File: config.mk
export PLATFORM = sky130hd
export DESIGN_NAME = rv32_instr_encoder
export DESIGN_NICKNAME = d
export VERILOG_FILES = /design/src/rtl/rv32_pkg.sv /design/src/rtl/rv32_field_pack.sv /design/src/rtl/rv32_instr_encoder.sv
export SDC_FILE = /design/constraint.sdc
export NUM_CORES = 1
export LEC_CHECK = 0
export CAP_MARGIN = 20
export CORE_MARGIN = 3
export CORE_UTILIZATION = 46
export CTS_BUF_LIST = sky130_fd_sc_hd__clkbuf_16
export DETAILED_ROUTE_END_ITERATION = 10
export PLACE_DENSITY_LB_ADDON = 0.3
export REMOVE_ABC_BUFFERS = 1
export SKIP_CTS_REPAIR_TIMING = 1
export SYNTH_ARGS = -nofsm -noshare
export SYNTH_HDL_FRONTEND = slang
export SYNTH_HIERARCHICAL = 1
export SYNTH_SLANG_ARGS = --single-unit
File: constraint.sdc
create_clock -name clk -period 2.55 [get_ports clk]
set_clock_uncertainty 0.2 [all_clocks]
set_input_delay 0.51 -clock clk [delete_from_list [all_inputs] [get_ports clk]]
set_output_delay 0.51 -clock clk [all_outputs]
set_load 0.01 [all_outputs]
File: src/rtl/rv32_pkg.sv
// Shared RV32I encoding constants used by the encoder and the control unit.
// Opcodes, descriptor classes, ALU op codes and funct3/funct7 values.
package rv32_pkg;

    localparam logic [6:0] OPC_OP     = 7'b0110011;
    localparam logic [6:0] OPC_OP_IMM = 7'b0010011;
    localparam logic [6:0] OPC_LOAD   = 7'b0000011;
    localparam logic [6:0] OPC_STORE  = 7'b0100011;
    localparam logic [6:0] OPC_BRANCH = 7'b1100011;
    localparam logic [6:0] OPC_JAL    = 7'b1101111;
    localparam logic [6:0] OPC_JALR   = 7'b1100111;
    localparam logic [6:0] OPC_LUI    = 7'b0110111;
    localparam logic [6:0] OPC_AUIPC  = 7'b0010111;

    typedef enum logic [3:0] {
        CLS_R      = 4'd0,
        CLS_I_ALU  = 4'd1,
        CLS_LOAD   = 4'd2,
        CLS_STORE  = 4'd3,
        CLS_BRANCH = 4'd4,
        CLS_JAL    = 4'd5,
        CLS_JALR   = 4'd6,
        CLS_LUI    = 4'd7,
        CLS_AUIPC  = 4'd8
    } instr_class_e;

    localparam logic [3:0] ALU_ADD  = 4'b0000;
    localparam logic [3:0] ALU_SUB  = 4'b0001;
    localparam logic [3:0] ALU_AND  = 4'b0010;
    localparam logic [3:0] ALU_OR   = 4'b0011;
    localparam logic [3:0] ALU_XOR  = 4'b0100;
    localparam logic [3:0] ALU_SLL  = 4'b0101;
    localparam logic [3:0] ALU_SRL  = 4'b0110;
    localparam logic [3:0] ALU_SRA  = 4'b0111;
    localparam logic [3:0] ALU_SLT  = 4'b1000;
    localparam logic [3:0] ALU_SLTU = 4'b1001;

    localparam logic [2:0] F3_ADD_SUB = 3'b000;
    localparam logic [2:0] F3_SLL     = 3'b001;
    localparam logic [2:0] F3_SLT     = 3'b010;
    localparam logic [2:0] F3_SLTU    = 3'b011;
    localparam logic [2:0] F3_XOR     = 3'b100;
    localparam logic [2:0] F3_SR      = 3'b101;
    localparam logic [2:0] F3_OR      = 3'b110;
    localparam logic [2:0] F3_AND     = 3'b111;

    localparam logic [6:0] F7_BASE = 7'h00;
    localparam logic [6:0] F7_ALT  = 7'h20;

    typedef struct packed {
        logic [3:0]  cls;
        logic [3:0]  alu_op;
        logic [2:0]  funct3;
        logic [4:0]  rd;
        logic [4:0]  rs1;
        logic [4:0]  rs2;
        logic [31:0] imm;
    } uop_t;

endpackage

File: src/rtl/rv32_field_pack.sv
// Combinational packer: micro-op descriptor to RV32I word plus legality flag.
module rv32_field_pack
    import rv32_pkg::*;
(
    input  uop_t        uop_i,
    output logic [31:0] word_o,
    output logic        illegal_o
);

    logic signed [31:0] imm;
    logic [2:0]         f3;
    logic [6:0]         f7;
    logic               alu_bad;
    logic               shift;
    logic               fits12;
    logic               b_ok;
    logic               j_ok;

    always_comb begin
        imm     = $signed(uop_i.imm);
        f3      = F3_ADD_SUB;
        f7      = F7_BASE;
        alu_bad = 1'b0;
        case (uop_i.alu_op)
            ALU_ADD:  f3 = F3_ADD_SUB;
            ALU_SUB:  begin f3 = F3_ADD_SUB; f7 = F7_ALT; end
            ALU_AND:  f3 = F3_AND;
            ALU_OR:   f3 = F3_OR;
            ALU_XOR:  f3 = F3_XOR;
            ALU_SLL:  f3 = F3_SLL;
            ALU_SRL:  f3 = F3_SR;
            ALU_SRA:  begin f3 = F3_SR; f7 = F7_ALT; end
            ALU_SLT:  f3 = F3_SLT;
            ALU_SLTU: f3 = F3_SLTU;
            default:  alu_bad = 1'b1;
        endcase
        shift  = uop_i.alu_op inside {ALU_SLL, ALU_SRL, ALU_SRA};
        fits12 = (imm >= -32'sd2048) && (imm <= 32'sd2047);
        b_ok   = (imm >= -32'sd4096) && (imm <= 32'sd4095) && !imm[0];
        j_ok   = (imm >= -32'sd1048576) && (imm <= 32'sd1048575) && !imm[0];
    end

    always_comb begin
        word_o    = '0;
        illegal_o = 1'b0;
        case (uop_i.cls)
            CLS_R: begin
                word_o    = {f7, uop_i.rs2, uop_i.rs1, f3, uop_i.rd, OPC_OP};
                illegal_o = alu_bad;
            end
            CLS_I_ALU: begin
                if (shift) begin
                    word_o    = {f7, imm[4:0], uop_i.rs1, f3, uop_i.rd, OPC_OP_IMM};
                    illegal_o = alu_bad || (uop_i.imm > 32'd31);
                end else begin
                    word_o    = {imm[11:0], uop_i.rs1, f3, uop_i.rd, OPC_OP_IMM};
                    illegal_o = alu_bad || (uop_i.alu_op == ALU_SUB) || !fits12;
                end
            end
            CLS_LOAD: begin
                word_o    = {imm[11:0], uop_i.rs1, uop_i.funct3, uop_i.rd, OPC_LOAD};
                illegal_o = !fits12 || (uop_i.funct3 inside {3'b011, 3'b110, 3'b111});
            end
            CLS_STORE: begin
                word_o    = {imm[11:5], uop_i.rs2, uop_i.rs1, uop_i.funct3,
                             imm[4:0], OPC_STORE};
                illegal_o = !fits12 || (uop_i.funct3 > 3'b010);
            end
            CLS_BRANCH: begin
                word_o    = {imm[12], imm[10:5], uop_i.rs2, uop_i.rs1, uop_i.funct3,
                             imm[4:1], imm[11], OPC_BRANCH};
                illegal_o = !b_ok || (uop_i.funct3 inside {3'b010, 3'b011});
            end
            CLS_JAL: begin
                word_o    = {imm[20], imm[10:1], imm[11], imm[19:12], uop_i.rd, OPC_JAL};
                illegal_o = !j_ok;
            end
            CLS_JALR: begin
                word_o    = {imm[11:0], uop_i.rs1, 3'b000, uop_i.rd, OPC_JALR};
                illegal_o = !fits12;
            end
            CLS_LUI: begin
                word_o    = {imm[31:12], uop_i.rd, OPC_LUI};
                illegal_o = (imm[11:0] != 12'd0);
            end
            CLS_AUIPC: begin
                word_o    = {imm[31:12], uop_i.rd, OPC_AUIPC};
                illegal_o = (imm[11:0] != 12'd0);
            end
            default: illegal_o = 1'b1;
        endcase
    end

endmodule

File: src/rtl/rv32_instr_encoder.sv
// Load sequencer: packs descriptors into RV32I words and streams them to IMEM
// at consecutive word addresses, with backpressure and overflow detection.
module rv32_instr_encoder
    import rv32_pkg::*;
#(
    parameter int ADDR_W = 10,
    parameter int DEPTH  = 1024
) (
    input  logic              clk,
    input  logic              rst,
    input  logic              start,
    input  logic [ADDR_W-1:0] base_addr,
    input  logic              in_valid,
    output logic              in_ready,
    input  logic              in_last,
    input  logic [3:0]        in_class,
    input  logic [3:0]        in_alu_op,
    input  logic [2:0]        in_funct3,
    input  logic [4:0]        in_rd,
    input  logic [4:0]        in_rs1,
    input  logic [4:0]        in_rs2,
    input  logic [31:0]       in_imm,
    output logic              out_valid,
    input  logic              out_ready,
    output logic [ADDR_W-1:0] out_addr,
    output logic [31:0]       out_data,
    output logic              busy,
    output logic              done,
    output logic              err_illegal,
    output logic              err_overflow
);

    localparam logic [ADDR_W-1:0] LAST_ADDR = ADDR_W'(DEPTH - 1);

    typedef enum logic [1:0] {S_IDLE, S_RUN, S_FLUSH, S_DONE} state_e;

    state_e            state_q, state_d;
    logic [ADDR_W-1:0] addr_q, addr_d;
    logic              vld_q, vld_d;
    logic [31:0]       data_q, data_d;
    logic              last_q, last_d;
    logic              ill_q, ill_d;
    logic              ovf_q, ovf_d;

    uop_t        uop;
    logic [31:0] word;
    logic        illegal;
    logic        wr_hs;
    logic        at_end;
    logic        blocked;
    logic        ovf_hit;
    logic        accept;

    assign uop = '{cls: in_class, alu_op: in_alu_op, funct3: in_funct3,
                   rd: in_rd, rs1: in_rs1, rs2: in_rs2, imm: in_imm};

    rv32_field_pack u_pack (
        .uop_i     (uop),
        .word_o    (word),
        .illegal_o (illegal)
    );

    // A non-last word parked at the final address leaves no room for more input.
    always_comb begin
        wr_hs    = vld_q && out_ready;
        at_end   = (addr_q == LAST_ADDR);
        blocked  = vld_q && at_end && !last_q;
        ovf_hit  = (state_q == S_RUN) && wr_hs && at_end && !last_q;
        in_ready = (state_q == S_RUN) && (!vld_q || out_ready) && !blocked;
        accept   = in_valid && in_ready;
    end

    always_comb begin
        state_d = state_q;
        addr_d  = addr_q;
        vld_d   = vld_q;
        data_d  = data_q;
        last_d  = last_q;
        ill_d   = ill_q;
        ovf_d   = ovf_q;
        if (wr_hs) begin
            vld_d = 1'b0;
            if (!at_end) addr_d = addr_q + 1'b1;
        end
        if (accept) begin
            if (illegal) begin
                ill_d = 1'b1;
            end else begin
                vld_d  = 1'b1;
                data_d = word;
                last_d = in_last;
            end
        end
        unique case (state_q)
            S_IDLE: begin
                if (start) begin
                    state_d = S_RUN;
                    addr_d  = base_addr;
                    ill_d   = 1'b0;
                    ovf_d   = 1'b0;
                end
            end
            S_RUN: begin
                if (ovf_hit) begin
                    ovf_d   = 1'b1;
                    state_d = S_FLUSH;
                end else if (accept && in_last) begin
                    state_d = S_FLUSH;
                end
            end
            S_FLUSH: if (!vld_q || wr_hs) state_d = S_DONE;
            S_DONE:  state_d = S_IDLE;
        endcase
    end

    always_ff @(posedge clk or posedge rst) begin
        if (rst) begin
            state_q <= S_IDLE;
            addr_q  <= '0;
            vld_q   <= 1'b0;
            data_q  <= '0;
            last_q  <= 1'b0;
            ill_q   <= 1'b0;
            ovf_q   <= 1'b0;
        end else begin
            state_q <= state_d;
            addr_q  <= addr_d;
            vld_q   <= vld_d;
            data_q  <= data_d;
            last_q  <= last_d;
            ill_q   <= ill_d;
            ovf_q   <= ovf_d;
        end
    end

    assign out_valid    = vld_q;
    assign out_addr     = addr_q;
    assign out_data     = data_q;
    assign busy         = (state_q != S_IDLE);
    assign done         = (state_q == S_DONE);
    assign err_illegal  = ill_q;
    assign err_overflow = ovf_q;

endmodule

==> metrics.txt <==
crit-path cells=clkdlybuf4s50_1, nor4_1, and3_2, buf_4, nand2_1, o211ai_1, nand4_1, nor3_4, buf_6, clkbuf_16, mux2_4; Max VDD drop=456 µV; Yosys top cell by area=dfrtp_1; power per cell area=733 nW/µm²; prevailing post-synth register cell=dfrtp_1; clock sinks=48; CTS Buf Count=5; R2R depth=8; relative slew slack=68.2%; Crit Path Class=in -> reg; Final Power=4.10 mW; DRC=0; global-route wire length before repair=18200 µm; Site Rows=30; Max Cap Viol=0; status=finished with violations; reg2reg setup slack=150 ps; Slew Limit Fails=0; final setup fails=35; antenna violations before repair=0; Critical Path Fanout Max=8; CTS tree=yes; CP required=2520 ps; Avg WL per Cell=19.4 µm; ranking of synthesized cells by area=dfrtp_1 (35%), mux2_2 (11%), nand2_1 (3.1%); ANT cells=0; CP Buf/Inv Count=4; Post-Syn Instances=362; CTS clk-pin slew, worst paths=70 ps; detailed-route vias per instance=6.02; Starting Density=48.6%; Core Area=6980 µm²; DP Cell Count=632; Routed WL=12500 µm; Sum Neg Setup Slack=-19400 ps; failing checks=setup timing; hold depth=1; post-DP HPWL=8780 µm; Tightest Pin Transition=476 ps; Syn Area/Cell=9.38 µm²; Die Y=91.9 µm; worst stage delay on the critical path=450 ps; min cycle time layout=3150 ps; Seq/Total Area, Yosys=35.4%; Fmax=317 MHz; commonest non-fill, non-tap cell in the layout=clkdlybuf4s50_1; Leakage=2.49 nW; Crit path arrival time=3130 ps; DR vias=3887; H-tree Lvls=2; post-route ant nets=0; most frequent cells in the layout=clkdlybuf4s50_1 (109), buf_4 (73), dfrtp_1 (48); IO Count=122; die area=8450 µm²; CP top delay family=simple AND/OR/NAND/NOR gates; Die W=91.9 µm; clk_lat worst skew=290 ps; DRT Pass-1 Iters=6; nets=629; hold_sp=out_data[1]; pin count of the biggest net entering global routing=33; Hold Crit Endpoint=out_data[1]; Worst Setup End Kind=flip-flop; Crit-path slowest cell=clkdlybuf4s50_1; Non-Filler Instances=646; All-Layer GR Usage=26.6%; fin crit share=124%; Final Hold Fails=0; ratio of cells with drive above 1 in the final layout=26.5%; total gr overflow=0; worst hold path class=reg -> reg; Post-synth EDFFs=0; final worst slack=-604 ps; Mapped Area=3390 µm²; yosys warns=6; top cell type's share of synthesized area=35.4%; Synth async-reset ratio=100%; RePlAce Congestion=0.922; clock root buffer=clkbuf_16; Distinct cells, synth=60; hold_ws=295 ps; #FFs+latches synth=48; IO Port Bufs=121; unrepaired setup endpoints after global routing=yes; Worst Setup Start Kind=input pin; DRT iter0 DRCs=403; Layout area overhead=64.8%; post-layout util=80.1%; R2R Path Start=out_addr[1]; Clock Tree Buf Depth=2; RR Endpoint=out_data[5]; vias in the first global route=3716
==> power by group <==
group / leakage, nW / internal [mW] / total [mW] / switching (mW)
clock: 0.0840 / 0.466 / 0.769 / 0.303
combinational: 1.78 / 1.20 / 1.99 / 0.795
sequential: 0.626 / 1.09 / 1.34 / 0.254
total: 2.49 / 2.75 / 4.10 / 1.35
==> worst reg2reg max path: cells and delay by family, from the launching register on <==
| family | cells | cell delay (ps) |
|---|---|---|
| mux | 1 | 310 |
| buf+inv | 3 | 500 |
| flops | 1 | 420 |
| simple gates | 3 | 610 |
| fa+ha+maj | 1 | 250 |
==> worst max-delay path by stage <==
stage                           from      endpoint  slack, ps  depth (start not counted)
final                     in_imm[22]   out_data[5]       -600                         11
after global routing      in_imm[23]  out_data[13]       -730                         11
after CTS                  in_imm[9]   out_data[2]       -720                          9
after detailed placement   in_imm[9]   out_data[2]       -970                          9
after global placement     in_imm[9]  out_data[19]       -910                          9
after floorplan            in_imm[9]        last_q       -820                          7
==> stage by stage <==
step,area [µm²],worst slack (ps)
2_1_floorplan,3280,-824
3_3_place_gp,5190,-913
3_5_place_dp,5190,-967
4_1_cts,5360,-721
5_1_grt,5590,-727
6_report,5590,-604
==> metal layers <==
| layer | GRT usage (%) | up-vias | part of all wire (%) |
|---|---|---|---|
| met5 | 0 | - | 0 |
| met4 | 7.05 | 0 | 3.4 |
| met3 | 4.35 | 46 | 8.2 |
| met2 | 46.6 | 251 | 49 |
| met1 | 34.0 | 1857 | 39 |
| li1 | - | 1733 | - |
==> cells in the mapped netlist, types with 6 or more instances <==
cell type  number
a22o_1          6
a21oi_1        20
mux2i_1         9
nand4_1        10
nand2b_1        6
nor2b_1        15
nand2_1        28
ha_1            6
nor2_1         18
buf_2          11
o21ai_0        16
o21ai_1         8
inv_1          13
nand3_1        10
mux2_2         32
a21o_1          6
clkbuf_1        6
dfrtp_1        48
==> registers in the layout (all words and copies together) (netlist names) <==
register	flops
out_valid	1
err_overflow	1
out_data	32
out_addr	10
state_q	2
err_illegal	1
last_q	1
==> kinds of logic after synthesis <==
group	count (synthesis)	synth area share [%]
AOI/OAI and AO/OA	97	19.4
xor gates and xnor gates	9	2.32
adders and majority gates	6	2.21
buffers and inverters	34	4.94
DFF	48	35.4
muxes	44	14.3
and+or+nand+nor	124	21.5
==> layout make-up <==
type / count / area, µm²
Clock buffer: 5 / 125
Sequential cell: 48 / 1200
Clock inverter: 3 / 47.5
Tap cell: 96 / 120
Inverter: 13 / 48.8
Timing Repair Buffer: 201 / 1900
Multi-Input combinational cell: 280 / 2150
Fill cell: 485 / 1390
Power figures use the tool's default switching activity.
==> variant 1 (same flow settings) <==
Take the reset off `addr_q` and `data_q` and load them in a clocked block of their own.
--- a/src/rtl/rv32_instr_encoder.sv
+++ b/src/rtl/rv32_instr_encoder.sv
@@ -117,7 +117,5 @@
         if (rst) begin
             state_q <= S_IDLE;
-            addr_q  <= '0;
             vld_q   <= 1'b0;
-            data_q  <= '0;
             last_q  <= 1'b0;
             ill_q   <= 1'b0;
@@ -125,11 +123,14 @@
         end else begin
             state_q <= state_d;
-            addr_q  <= addr_d;
             vld_q   <= vld_d;
-            data_q  <= data_d;
             last_q  <= last_d;
             ill_q   <= ill_d;
             ovf_q   <= ovf_d;
         end
+    end
+
+    always_ff @(posedge clk) begin
+        addr_q <= addr_d;
+        data_q <= data_d;
     end
 
Formal check against the unedited RTL: not equivalent (a bounded check fails within 4 cycles, from zero or initial values and one cycle with rst high).
==> variant 1 against the original RTL <==
The run still ends with setup timing left; first-iteration DRC count is 17% lower; sequential share of layout area is 2.9 points higher; clock power is 6.2% lower; critical path depth is 2 lower; setup slack better by 0.30 ns; die area is 8.5% lower; non-clock buffer count is 9 higher; critical endpoint is now out_data[18]; power is 22% lower; synthesized area is 9.1% lower; routed wire length is 1.3% lower; sequential cell count stayed put; cell area is 3.7% lower.
==> variant 1: results (changes against the original RTL) <==
[critical_path]
rr_startpoint=out_addr[0]
crit_start=in_imm[30]
crit_family=buffers and inverters
rr_worst_depth=8  ; unchanged
worstPathMaxFanout=6  ; -2
slowest_delay_ns=0.58  ; +0.13 ns
crit_path_end=out_data[18]
reg2reg_slack_ns=0.11  ; -0.04 ns

[synthesis]
syn_inst=322  ; -11%
yosysSeqAreaShare=0.425  ; +0.0710
synthTopCellsByArea=edfxtp_1, dfxtp_1, dfrtp_1
yosysWarnings=6  ; unchanged
synth-edff-count=32  ; +32
synthArstFlopShare=0.125  ; -0.875
synth_commonest_cells=edfxtp_1, nand2_1, a21oi_1
synth_cell_types=63  ; +5.0%
synth_flop_cell=edfxtp_1

[placement]
place_ws_ns=-0.698  ; +0.269 ns
placed_area_sq_mm=0.00497  ; -4.2%
place_hpwl_microns=8920  ; +1.6%
place_inst=587  ; -7.1%
gp_congestion=0.932  ; +1.2%

[run_status]
violations=setup timing
status=finished with violations

[layout]
drive_gt1_frac=0.258  ; -0.00733
largest_reg_flops=32  ; unchanged
layout.nets=602  ; -4.3%
finalCoreUtilization=0.838  ; +0.0372
fillers=368  ; -24%
fin_cells=600  ; -7.1%

[detailed_routing]
wl_met3_microns=1010  ; -1.7%
vias=3654  ; -6.0%
drtIter0Drc=336  ; -17%
wl_met1_microns=4850  ; -1.3%
wl_per_cell_microns=20.6  ; +6.3%
first_pass_iters=5  ; -1
wl_met2_microns=6040  ; -1.6%

[global_routing]
grt_pass1_wl_microns=17600  ; -3.3%
use_met3=0.0536  ; +0.0101
grt_max_degree=22  ; -33%
grtUsageMet2=0.508  ; +0.0423
first_global_vias=3559  ; -4.2%
use_met1=0.372  ; +0.0319
track_usage=0.295  ; +0.0292

[sta]
tightest_slew_ns=0.533  ; +0.0573 ns
postLayoutSetupSlackWorst_ns=-0.308  ; +0.296 ns
drv_slew=0  ; unchanged
setup_viol=34  ; -2.9%

[power]
p_leak_nw=2.32  ; -6.9%
ir_drop_mv=0.346  ; -24%

[clock_tree]
clk_latency_ns=0.29  ; about the same
cts_buffers=5  ; unchanged
clockBufferDepth=2  ; unchanged

[worst_hold_path]
min_path_type=in -> async

-- variant 1: final cells by class --
type,instances,area share
inverter,14,0.0107
clock inverter,2,0.00232
clock buffer,6,0.0279
tap,77,0.0179
timing repair buffer,210,0.376
multi-input combinational,243,0.322
sequential,48,0.244
-- variant 1: stage by stage --
step	TNS, ns	hold slack (ns)
after detailed placement	-25.32	0.295
after global routing	-11.18	0.261
after global placement	-21.84	0.278
after CTS	-14.44	0.246
final	-9.48	0.238
after floorplan	-17.36	0.101
-- variant 1: logic make-up after synthesis --
| logic type | Yosys count | synth area share |
|---|---|---|
| flops | 48 | 0.425 |
| simple gates | 119 | 0.225 |
| buf+inv | 31 | 0.0430 |
| mux | 12 | 0.0413 |
| fa+ha+maj | 6 | 0.0243 |
| compound gates | 97 | 0.216 |
| xor+xnor | 9 | 0.0255 |
-- variant 1: power by group --
part	internal (mW)	leakage [nW]	switching, mW
sequential	0.979	0.452	0.126
combinational	0.746	1.78	0.644
clock	0.423	0.0823	0.299
==> variant 2 (same settings) <==
Made on the original files. Set the parameter `DEPTH` to 768 (it was 1024).
--- a/src/rtl/rv32_instr_encoder.sv
+++ b/src/rtl/rv32_instr_encoder.sv
@@ -5,5 +5,5 @@
 #(
     parameter int ADDR_W = 10,
-    parameter int DEPTH  = 1024
+    parameter int DEPTH  = 768
 ) (
     input  logic              clk,
Formal check against the unedited RTL: not equivalent (a bounded check fails within 4 cycles, from zero or initial values and one cycle with rst high).
==> variant 2 against the original RTL <==
The flow still finishes with violations (setup timing); sequential cell count did not move; power is 6.7% higher; via count is 0.21% lower; synthesized area barely moved; global-route usage rose by 0.12 points; routed wire length is 7.4% higher; cell area up 1.0%; setup slack improved by 0.23 ns; synthesized cell count is 1.9% lower; largest power group unchanged.
==> variant 2: results (changes against the original RTL) <==
[layout]
fillers=422  ; -13%
fin_cells=639  ; -1.1%
layout.nets=622  ; -1.1%
drive_gt1_frac=0.271  ; +0.00526

[placement]
place_ws_ns=-0.715  ; +0.252 ns
gp_congestion=0.920  ; -0.13%
placed_area_sq_mm=0.00519  ; about the same
io_buffers=121  ; unchanged
place_hpwl_microns=8750  ; -0.42%

[detailed_routing]
vias_per_cell=6.07  ; +0.89%
drtIter0Drc=449  ; +11%
wl_per_cell_microns=21.0  ; +8.5%

[sta]
fin_setup_tns_ns=-11.48  ; +7.91 ns
postLayoutSetupSlackWorst_ns=-0.379  ; +0.225 ns
setup_viol=35  ; unchanged
tightest_slew_ns=0.504  ; +0.0282 ns

[global_routing]
grt_pass1_wl_microns=18100  ; -0.72%
track_usage=0.267  ; +0.00124
grt_max_degree=35  ; +6.1%
overflow=0  ; unchanged
grtUsageMet2=0.462  ; -0.00365
first_global_vias=3639  ; -2.1%
use_met1=0.348  ; +0.00819
use_met3=0.0418  ; -0.00164

[clock_tree]
cts_max_level=2  ; unchanged
path_clk_slew_ns=0.07  ; about the same
root_buffer=clkbuf_16

[synthesis]
netlist.area_leader.share=0.354  ; about the same
synth_area_per_cell_sq_um=9.56  ; +1.9%
synthArstFlopShare=1.00  ; unchanged
synth_cell_types=64  ; +6.7%
synth_commonest_cells=dfrtp_1, a21oi_1, mux2_1
yosysSeqAreaShare=0.354  ; about the same
synthTopCellsByArea=dfrtp_1, mux2_1, a21oi_1

[run_status]
violations=setup timing
status=finished with violations

[power]
p_leak_nw=2.77  ; +11%
netSwitchingPower_mw=1.50  ; +11%
ir_drop_mv=0.585  ; +28%

[variant 2: path summary, 6_finish.rpt]
kind | from | endpoint | slack (ns) | cells after the start
worst min register to register | out_data[17] | out_data[17] | 0.29 | 1
min in group asynchronous | rst | out_data[16] | 0.34 | 2
worst min-delay path | out_data[17] | out_data[17] | 0.29 | 1
max in group asynchronous | rst | out_data[5] | 1.29 | 3
worst max register to register | out_addr[1] | out_data[11] | 0.35 | 7
worst max-delay path | in_imm[5] | out_data[23] | -0.38 | 9
[variant 2: metal layers]
metal	part of all wire	wire length (microns)	up-vias
li1	-	-	1704
met1	0.38	5140	1893
met2	0.49	6570	232
met3	0.087	1170	50
met4	0.041	551	0
met5	0	0	-
[variant 2: kinds of logic (layout without fill, tap and decap cells)]
logic type	count (synthesis)	after routing	synth area share
mux	44	44	0.143
buf+inv	36	224	0.0505
compound gates	101	101	0.206
flops	48	48	0.354
simple gates	110	110	0.198
fa+ha+maj	6	6	0.0221
xor+xnor	10	10	0.0258
[variant 2: area by class of cell]
class | instances | share of cell area
Multi-Input combinational cell | 271 | 0.381
Clock inverter | 3 | 0.00842
Clock buffer | 5 | 0.0221
Timing Repair Buffer | 202 | 0.345
Tap cell | 96 | 0.0213
Inverter | 14 | 0.00930
Sequential cell | 48 | 0.213
[variant 2: worst max-delay path, stage by stage]
cell       delay, ns
buf_6           0.09
or4_4           0.54
nor4_4          0.33
a31oi_1         0.17
nor4_2          0.27
nand4_1         0.16
nand3b_4        0.28
clkbuf_16       0.23
mux2_4          0.31
[variant 2: power groups by stage]
stage                     Sequential, mW  Clock (mW)  Combinational (mW)
final                               1.38       0.777                2.22
after global placement              1.34           0                1.95
after global routing                1.42       0.803                2.36
after detailed placement            1.36           0                2.02
after CTS                           1.35       0.780                2.04
after floorplan                     1.48           0               0.694
